`config.mk`:
```
export PLATFORM = sky130hd
export DESIGN_NAME = muxnx1_rr_stream
export DESIGN_NICKNAME = d
export VERILOG_FILES = /design/src/rtl/muxnx1_rr_stream_pkg.sv /design/src/rtl/muxnx1_rr_stream_pick.sv /design/src/rtl/muxnx1_rr_stream.sv
export SDC_FILE = /design/constraint.sdc
export NUM_CORES = 1
export LEC_CHECK = 0
export CAP_MARGIN = 20
export CORE_MARGIN = 2
export CORE_UTILIZATION = 41
export DETAILED_ROUTE_END_ITERATION = 16
export PLACE_DENSITY = 0.77
export SYNTH_ARGS = -nofsm -noshare
export SYNTH_HDL_FRONTEND = slang
export SYNTH_SLANG_ARGS = --single-unit
```
`constraint.sdc`:
```
create_clock -name clk -period 2.9 [get_ports clk]
set_input_delay 0.58 -clock clk [delete_from_list [all_inputs] [get_ports clk]]
set_output_delay 0.58 -clock clk [all_outputs]
set_load 0.03 [all_outputs]
```
`src/rtl/muxnx1_rr_stream_pkg.sv`:
```
// Shared helpers for the round-robin N:1 stream multiplexer.
// Provides index-width and wrapping-increment functions plus default sizes.
package muxnx1_pkg;

  localparam int DEF_N     = 4;
  localparam int DEF_WIDTH = 8;

  // Bits needed to index v distinct channels (v >= 2).
  function automatic int clog2(input int v);
    int r;
    r = 0;
    for (int i = 0; i < 31; i++) begin
      if ((1 << i) < v) r = i + 1;
    end
    return r;
  endfunction

  function automatic int rr_next(input int idx, input int n);
    return (idx >= n - 1) ? 0 : idx + 1;
  endfunction

endpackage

```
`src/rtl/muxnx1_rr_stream_pick.sv`:
```
// Combinational round-robin pick: first requester at or above ptr, wrapping modulo N.
// Produces the winner both one-hot and as an index, plus an any-request flag.
module rr_priority_pick
  import muxnx1_pkg::*;
#(
  parameter int  N     = DEF_N,
  localparam int SEL_W = clog2(N)
) (
  input  logic [N-1:0]     req,
  input  logic [SEL_W-1:0] ptr,
  output logic [N-1:0]     gnt_onehot,
  output logic [SEL_W-1:0] gnt_idx,
  output logic             any
);

  int idx;

  always_comb begin
    gnt_onehot = '0;
    gnt_idx    = '0;
    any        = 1'b0;
    idx        = 0;
    for (int k = 0; k < N; k++) begin
      idx = int'(ptr) + k;
      if (idx >= N) idx = idx - N;
      if (!any && req[idx]) begin
        any             = 1'b1;
        gnt_onehot[idx] = 1'b1;
        gnt_idx         = SEL_W'(idx);
      end
    end
  end

endmodule

```
`src/rtl/muxnx1_rr_stream.sv`:
```
// N:1 valid/ready stream multiplexer with round-robin source choice and one output register.
// Build option MUXNX1_STICKY_EN: the winning channel keeps priority while it stays valid.
module muxnx1_rr_stream
  import muxnx1_pkg::*;
#(
  parameter int  N     = DEF_N,
  parameter int  WIDTH = DEF_WIDTH,
  localparam int SEL_W = clog2(N)
) (
  input  logic               clk,
  input  logic               rst,
  input  logic [N-1:0]       in_valid,
  input  logic [N*WIDTH-1:0] in_data,
  output logic [N-1:0]       in_ready,
  output logic               out_valid,
  output logic [WIDTH-1:0]   out_data,
  output logic [SEL_W-1:0]   out_sel,
  input  logic               out_ready
);

  logic [SEL_W-1:0] ptr;
  logic [SEL_W-1:0] ptr_nxt;
  logic [N-1:0]     gnt_onehot;
  logic [SEL_W-1:0] gnt_idx;
  logic             any;
  logic             load_ok;
  logic             in_xfer;
  logic [WIDTH-1:0] data_p0;

  logic             vld_p1;
  logic [WIDTH-1:0] data_p1;
  logic [SEL_W-1:0] sel_p1;

  rr_priority_pick #(.N(N)) u_pick (
    .req        (in_valid),
    .ptr        (ptr),
    .gnt_onehot (gnt_onehot),
    .gnt_idx    (gnt_idx),
    .any        (any)
  );

  // Stage p0: grant, handshake and winner data select.
  always_comb begin
    load_ok  = !vld_p1 || out_ready;
    in_xfer  = load_ok && any && !rst;
    in_ready = in_xfer ? gnt_onehot : '0;
    data_p0  = '0;
    for (int i = 0; i < N; i++) begin
      if (gnt_onehot[i]) data_p0 = in_data[i*WIDTH +: WIDTH];
    end
  end

  always_comb begin
`ifdef MUXNX1_STICKY_EN
    ptr_nxt = gnt_idx;
`else
    ptr_nxt = SEL_W'(rr_next(int'(gnt_idx), N));
`endif
  end

  // Stage p1: output register and arbitration pointer.
  always_ff @(posedge clk) begin
    if (rst) begin
      vld_p1  <= 1'b0;
      data_p1 <= '0;
      sel_p1  <= '0;
      ptr     <= '0;
    end else if (in_xfer) begin
      vld_p1  <= 1'b1;
      data_p1 <= data_p0;
      sel_p1  <= gnt_idx;
      ptr     <= ptr_nxt;
    end else if (vld_p1 && out_ready) begin
      vld_p1  <= 1'b0;
    end
  end

  assign out_valid = vld_p1;
  assign out_data  = data_p1;
  assign out_sel   = sel_p1;

endmodule

```
[Word-level counts from Yosys, hierarchy flattened]
Index checks and enable logic that the tools add are counted.
Storage, ports and cells
  register bits: 13
  input bits: 39
  output and inout port bits: 15
  word-level logic and storage cells: 89
Operators by class
  add/subtract/negate cells: 8
  $lt $le $gt $ge: 13
  multiplexer cells: 44
  bitwise operators: 3
  reduce and logical (&&, ||, !) cells: 17
Operators by type and width (count)
  32-bit by 1-bit greater-or-equal comparator with 1-bit output, second input constant: 4
  32-bit by 4-bit < comparator with 1-bit output, second input constant: 4
  32-bit two-way mux: 4
  32-bit by 4-bit greater-or-equal comparator with 1-bit output, second input constant: 3
  32-bit by 4-bit subtractor with 32-bit output, second input constant: 3
  8-bit two-way mux: 4
  4-bit two-way mux: 5
  1-bit two-way mux: 18
  4-bit bitwise OR: 3
  1-bit logical AND: 10
  2-bit two-way mux: 5
  1-bit binary-select mux with 2-bit select: 4
  1-bit demux with 2-bit select: 4
  2-bit by 2-bit adder with 3-bit output, second input constant: 2
  1-bit zero test: 5
  2-bit by 3-bit subtractor with 4-bit output, second input constant: 1
  2-bit by 1-bit adder with 3-bit output, second input constant: 1
  2-bit by 3-bit greater-or-equal comparator with 1-bit output, second input constant: 1
  2-bit by 1-bit adder with 2-bit output, second input constant: 1
  2-bit greater-or-equal comparator, second input constant: 1
  2-bit nonzero test: 1
  1-bit logical OR: 1

[Logic depth before layout (Yosys ltp)]
Gate-level depths: netlist of run 1.
  depth in word-level cells: 19
  gate-level depth with buffers: 12
  mapped depth without buffers: 8

[Cells and area by module]
From an unflattened synthesis of run 1, not the netlist that was laid out.
Unflattened totals
  cells, all modules: 150
  area total of the unflattened synthesis: 1278.7 µm²
Modules (own cells, without submodules)
  muxnx1_rr_stream: times used 1, cells each 102, area each 818.3 µm², seq. area each 260.2 µm²
  rr_priority_pick: times used 1, cells each 48, area each 460.4 µm², seq. area each 0.0 µm²

[Worst setup path after synthesis of run 1]
Ideal clock, no wire load.
  path type: register to output
  start: register ptr[1]
  end: output port in_ready[1]
  data arrival time: 2.839 ns
  setup slack: -0.519 ns
  cell stages (with the launch flop): 10
  path buffers: 2
  cells stage by stage: dfxtp_1 -> bufinv_8 -> ha_1 -> buf_4 -> or3b_1 -> a2111oi_0 -> o21ai_0 -> and4_1 -> clkbuf_8 -> nor2_1
Between the ends
  word-level cells in the longest chain between the ends: 18
Ends and longest elaborated chain
  start: declaration: RTL line muxnx1_rr_stream.sv:21  | logic [SEL_W-1:0] ptr;
  start signal: assignment: RTL line muxnx1_rr_stream.sv:72  | ptr <= ptr_nxt;
  branches (longest 17 deep; another with 32-bit by 4-bit subtractor with 32-bit output)
  4-bit two-way mux *: RTL line muxnx1_rr_stream.sv:46  | in_ready = in_xfer ? gnt_onehot : '0;
  end: declaration: RTL line muxnx1_rr_stream.sv:14  | output logic [N-1:0] in_ready,
Every way passes the cells marked *. The select of a mux whose other input is x is not followed.

==> impl_metrics.json, run 1 <==
{
  "rsz0062_at_grt": "yes",
  "period_share": 1.01,
  "synth_top_family_by_area": "simple AND/OR/NAND/NOR gates",
  "p_total_mw": 1.94,
  "synth.distinct_cells": 50,
  "irDropWorstVdd_v": 0.000417,
  "r2r_end": "out_data[5]",
  "synth-xor-area-share": 0.00562,
  "drive_above_1_share": 0.337,
  "start_util": 0.425,
  "synth_common_cells": "nor2_1, dfxtp_1, a211oi_1, nand2_1, nor4_1",
  "drtIter0Drc": 224,
  "critPathMaxStageDelay_ns": 0.39,
  "antenna_cells": 0,
  "syn_area_mm2": 0.00156,
  "power.density_mw_per_mm2": 775,
  "swShare": 0.450,
  "die_w_um": 65.6,
  "cts_tree": "yes",
  "gp_congestion": 0.878,
  "ys_warn_count": 0,
  "clock_sinks": 13,
  "cts_max_path_buffers": 2,
  "cp_max_fo": 8,
  "finalClockSkew_ns": 0.00397,
  "muxShareOfSynthArea": 0.0819,
  "tightest_slew_ns": 0.548,
  "wire_per_inst_um": 16.5,
  "syn_area_per_cell_um2": 8.20,
  "synth_top_area_share": 0.167,
  "drc": 0,
  "crit_path_start_kind": "register",
  "worst_ep_required_time_ns": 2.32,
  "first_global_vias": 1747,
  "worstHoldPathCells": 2,
  "ys.flop_type": "dfxtp_1",
  "pwr-share-seq": 0.148,
  "yosys.area_share.simple": 0.313,
  "yosysTopAreaCell": "dfxtp_1",
  "hold_viol": 0,
  "dr_total_vias": 1924,
  "async_reset_ff_frac": 0,
  "die-area_mm2": 0.00431,
  "arrival_ns": 2.34,
  "leakagePower_nw": 0.976,
  "final_util": 0.684,
  "die_h_um": 65.6,
  "finalCriticalPeriod_ns": 2.92,
  "endpoint_kind": "output pin",
  "ys_ff_latch": 13,
  "layout_setup_ws_ns": -0.0242,
  "power.internal_mw": 1.07,
  "regToRegSetupSlack_ns": 0.18,
  "dr.pass1.iters": 4,
  "path_cells": "inv_6 -> ha_4 -> mux4_2 -> or3b_1 -> a21oi_2 -> a2111o_1 -> and2_4 -> buf_6",
  "placement.io_buffers": 53,
  "io_pins": 54,
  "finalSetupViolCount": 2,
  "yosys-top-cells-area": "dfxtp_1, nor2_1, ha_1",
  "dp_hpwl_mm": 3.63,
  "clock_latency_ns": 0.25,
  "vias_per_cell": 5.94,
  "path_class": "reg2out",
  "r2r_cells": 9,
  "synthAdderAreaFrac": 0.0482,
  "clk_pin_slew_ns": 0.06,
  "hp-class": "reg2reg",
  "antenna_left": 0,
  "syn_inst": 190,
  "power_frac_comb": 0.764,
  "whs_endpoint": "out_sel[0]",
  "grt_pass1_wl_mm": 8.34,
  "area_delta_synth_final_pct": 60.8,
  "grtUsageTotal": 0.246,
  "grt-ovfl-total": 0,
  "synth-compound-area-share": 0.271,
  "drv_slew": 0,
  "cts_root_buf": "clkbuf_8",
  "core_area_mm2": 0.00366,
  "rows": 22,
  "grt_max_degree": 24,
  "pwr-share-clk": 0.088,
  "switching_power_uw": 873,
  "synth_edf_count": 0,
  "wl_mm": 5.35,
  "fmax_mhz": 342,
  "status": "finished with violations",
  "fin_nets": 322,
  "numCtsBuffers": 3,
  "violations": "setup timing",
  "antenna_found_initial": 0,
  "min_from": "out_sel[0]",
  "critPathSlowestCell": "or3b_1",
  "place_ws_ns": -0.390,
  "synth_fp_nets": 235,
  "slew_headroom": 0.625,
  "cap_violations": 0,
  "synth.most_common_cell": "nor2_1",
  "ys_seq_area_frac": 0.167,
  "cts-htree-levels": 1
}
worst max path at each step:
stage / from / slack [ns] / cells past startpoint / to
after global placement: in_valid[2] / -0.36 / 9 / out_data[5]
final: register / -0.02 / 8 / in_ready[0]
after detailed placement: in_valid[2] / -0.39 / 9 / out_data[5]
after floorplan: register / 0.01 / 10 / in_ready[1]
after CTS: ptr[1] / -0.03 / 8 / in_ready[0]
after global routing: register / -0.1 / 8 / in_ready[0]
final cells by class:
class	count	area [um2]
multi-input cells	156	1220
fillers	290	1160
flip-flops and latches	13	268
clock buffers	3	41.3
repair buffers	97	877
well taps	48	60.1
clock inverters	1	5.00
inverters	6	35.0
power by group through the flow:
stage          logic [mW]  registers [mW]  clock network [mW]
3_3_place_gp         1.24           0.283                   0
3_5_place_dp         1.25           0.284                   0
5_1_grt              1.58           0.294               0.182
6_report             1.48           0.286               0.171
4_1_cts              1.37           0.286               0.174
2_1_floorplan       0.804           0.365                   0
metrics by stage:
step                      std cells  instance area, um2  hold WS (ns)  setup TNS [ns]
after floorplan                 190                1620         0.541               0
after global placement          300                2260         0.454           -3.69
after detailed placement        300                2260         0.455           -4.24
after CTS                       314                2430         0.468         -0.0694
after global routing            324                2500         0.482          -0.283
final                           324                2500         0.467         -0.0471
what timing repair did:
action | 4_1_cts | 5_1_grt
buffers inserted | 9 | 10
setup endpoints to repair | 12 | 10
hold buffers | 0 | 0
resized for setup | 29 | 8
gates cloned | 1 | 0
pin swaps | 8 | 6
layout by cell type (no fill, tap or decap), types with 3 or more instances in the layout:
cell	n
and2_4	3
nor4_1	9
nand4_1	3
buf_4	41
o31ai_1	8
clkbuf_8	3
inv_1	3
a2111oi_0	7
a21oi_2	4
nand3_1	8
buf_6	5
dfxtp_1	11
nor2_2	3
or3b_1	4
clkdlybuf4s50_1	45
ha_1	5
and2_2	6
buf_2	3
nor2b_1	4
mux4_2	4
a211oi_1	9
a21oi_1	6
nand2_1	9
mux2i_1	6
nor2_1	22
cells by family (layout without fill, tap and decap cells):
family / after synthesis / after routing
buffers and inverters: 22 / 107
flip-flops: 13 / 13
multiplexers: 9 / 10
AND/OR/NAND/NOR: 88 / 88
adder cells (fa/ha/maj): 6 / 6
AO/OA/AOI/OAI: 51 / 51
XOR/XNOR: 1 / 1
layer usage:
layer  routed length [um]  track usage  vias up
met5                    0            0        -
met4                   82       0.0547        0
met3                  382       0.0308       10
met2                 2690        0.410       89
met1                 2200        0.337      917
li1                     -            -      908
critical path, delay by kind of cell, from the launching register on:
kind / cells / cell delay, ns
AO/OA/AOI/OAI: 2 / 0.32
adder cells (fa/ha/maj): 1 / 0.32
buffers and inverters: 2 / 0.16
flip-flops: 1 / 0.38
multiplexers: 1 / 0.37
AND/OR/NAND/NOR: 2 / 0.54
registers in the layout (all words and copies together) (netlist names), named ones only:
name and flops:
out_data 8, out_sel 2, out_valid 1, ptr 1
(Power assumes the default switching activity.)
==> run 2, diff against run 1 <==
--- a/config.mk
+++ b/config.mk
@@ -10,6 +10,7 @@
 export CORE_UTILIZATION = 41
 export DETAILED_ROUTE_END_ITERATION = 16
 export PLACE_DENSITY = 0.77
+export RECOVER_POWER = 100
 export SYNTH_ARGS = -nofsm -noshare
 export SYNTH_HDL_FRONTEND = slang
 export SYNTH_SLANG_ARGS = --single-unit
==> run 2 against run 1 <==
The run still ends with setup timing left. Sequential share of layout area hardly changed. Via count is 0.36% lower. Combinational power hardly changed. Largest cell class unchanged. Highest routed layer unchanged.
==> impl_metrics.json, run 2 (synthesis gave the netlist of run 1 again) <==
{
  "status": "finished with violations",
  "violations": "setup timing",
  "antenna_found_initial": 0,
  "slew_headroom": 0.627,
  "path_cells": "inv_6 -> ha_4 -> mux4_2 -> or3b_1 -> a21oi_2 -> a2111o_1 -> and2_4 -> buf_6",
  "critPathMaxStageDelay_ns": 0.39,
  "endpoint_kind": "output pin",
  "cts-htree-levels": 1,
  "power.density_mw_per_mm2": 767,
  "period_share": 1.01,
  "irDropWorstVdd_v": 0.000407,
  "numCtsBuffers": 3,
  "area_delta_synth_final_pct": 60.6,
  "cp_num_buf_inv": 2,
  "finalCriticalPeriod_ns": 2.92,
  "crit_family": "simple AND/OR/NAND/NOR gates",
  "largest_reg_flops": 8,
  "layout_setup_ws_ns": -0.0223,
  "path_class": "reg2out",
  "die-area_mm2": 0.00431,
  "most-common-layout-cells": "buf_4, clkdlybuf4s50_1, nor2_1",
  "arrival_ns": 2.34,
  "worst_ep_required_time_ns": 2.32,
  "hp-class": "reg2reg",
  "placement.io_buffers": 53,
  "cp_max_fo": 8,
  "grt_max_degree": 24,
  "dp_hpwl_mm": 3.63,
  "cts_root_buf": "clkbuf_8",
  "fmax_mhz": 342,
  "drv_slew": 0,
  "clk_pin_slew_ns": 0.06,
  "leakagePower_nw": 1.00,
  "wire_per_inst_um": 16.2,
  "gp_congestion": 0.878,
  "drive_above_1_share": 0.333,
  "fill_cells": 290,
  "place_ws_ns": -0.390,
  "wl_mm": 5.25,
  "hold_buffers": 0,
  "drc": 0,
  "cts_max_path_buffers": 2,
  "start_util": 0.425,
  "clock_sinks": 13,
  "grt_pass1_wl_mm": 8.34,
  "clock_latency_ns": 0.25,
  "fin_nets": 322,
  "cts_tree": "yes",
  "finalSetupViolCount": 2,
  "rsz0062_at_grt": "yes",
  "hold_viol": 0,
  "grtUsageTotal": 0.246,
  "dr.pass1.iters": 4,
  "core_area_mm2": 0.00366,
  "grt-ovfl-total": 0,
  "tightest_slew_ns": 0.546,
  "cap_violations": 0,
  "critPathSlowestCell": "or3b_1",
  "rows": 22,
  "first_global_vias": 1747,
  "p_total_mw": 1.92,
  "fin_hold_ws_ns": 0.464,
  "layout_commonest_cell": "buf_4",
  "vias_per_cell": 5.92,
  "antenna_left": 0,
  "die_h_um": 65.6,
  "io_pins": 54,
  "finalClockSkew_ns": 0.00305,
  "die_w_um": 65.6,
  "dr_total_vias": 1917,
  "antenna_cells": 0,
  "crit_path_start_kind": "register",
  "setup_tns_ns": -0.0438,
  "drtIter0Drc": 224
}
==> run 2: area by class of cell <==
type	instances	area [um2]	area share
Clock buffer	3	41.3	0.0165
Clock inverter	1	5.00	0.00200
Inverter	6	35.0	0.0140
Multi-Input combinational cell	156	1220	0.487
Sequential cell	13	268	0.107
Tap cell	48	60.1	0.0240
Timing Repair Buffer	97	873	0.349
==> run 2: worst paths after layout <==
kind | startpoint | endpoint | slack, ns | depth (start not counted)
max | register | in_ready[0] | -0.02 | 8
min | out_sel[0] | out_sel[0] | 0.46 | 2
max reg2reg | register | out_data[5] | 0.18 | 9
min reg2reg | out_sel[0] | out_sel[0] | 0.46 | 2
==> run 2: where the power goes <==
group / switching (mW) / internal [mW]
clock network: 0.0758 / 0.0951
logic: 0.744 / 0.719
registers: 0.0467 / 0.237
total: 0.866 / 1.05
==> run 2: repair_timing <==
action	CTS	global route
gates cloned	1	0
gates resized for setup	29	8
pin swaps	8	6
setup buffers	9	10
setup endpoints to repair	12	10
==> run 2: per-layer routing <==
metal / up-vias / track usage / share of wire
li1: 907 / - / -
met1: 910 / 0.337 / 0.42
met2: 90 / 0.410 / 0.50
met3: 10 / 0.0308 / 0.066
met4: 0 / 0.0547 / 0.014
met5: - / 0 / 0
==> run 2: per-stage QoR <==
| stage | cell area [um2] | instances | utilization |
|---|---|---|---|
| floorplan | 1620 | 190 | - |
| global placement | 2260 | 300 | 0.617 |
| global route | 2500 | 324 | 0.683 |
| detailed placement | 2260 | 300 | 0.617 |
| CTS | 2430 | 314 | 0.664 |
| finish | 2500 | 324 | 0.683 |
==> run 2: worst reg2reg max path: stages (launching register included) <==
cell	delay [ns]
dfxtp_4	0.38
inv_6	0.04
ha_4	0.32
mux4_2	0.37
and3b_1	0.21
a311o_1	0.36
buf_4	0.15
a21o_4	0.21
a2111oi_0	0.42
a211oi_1	0.13
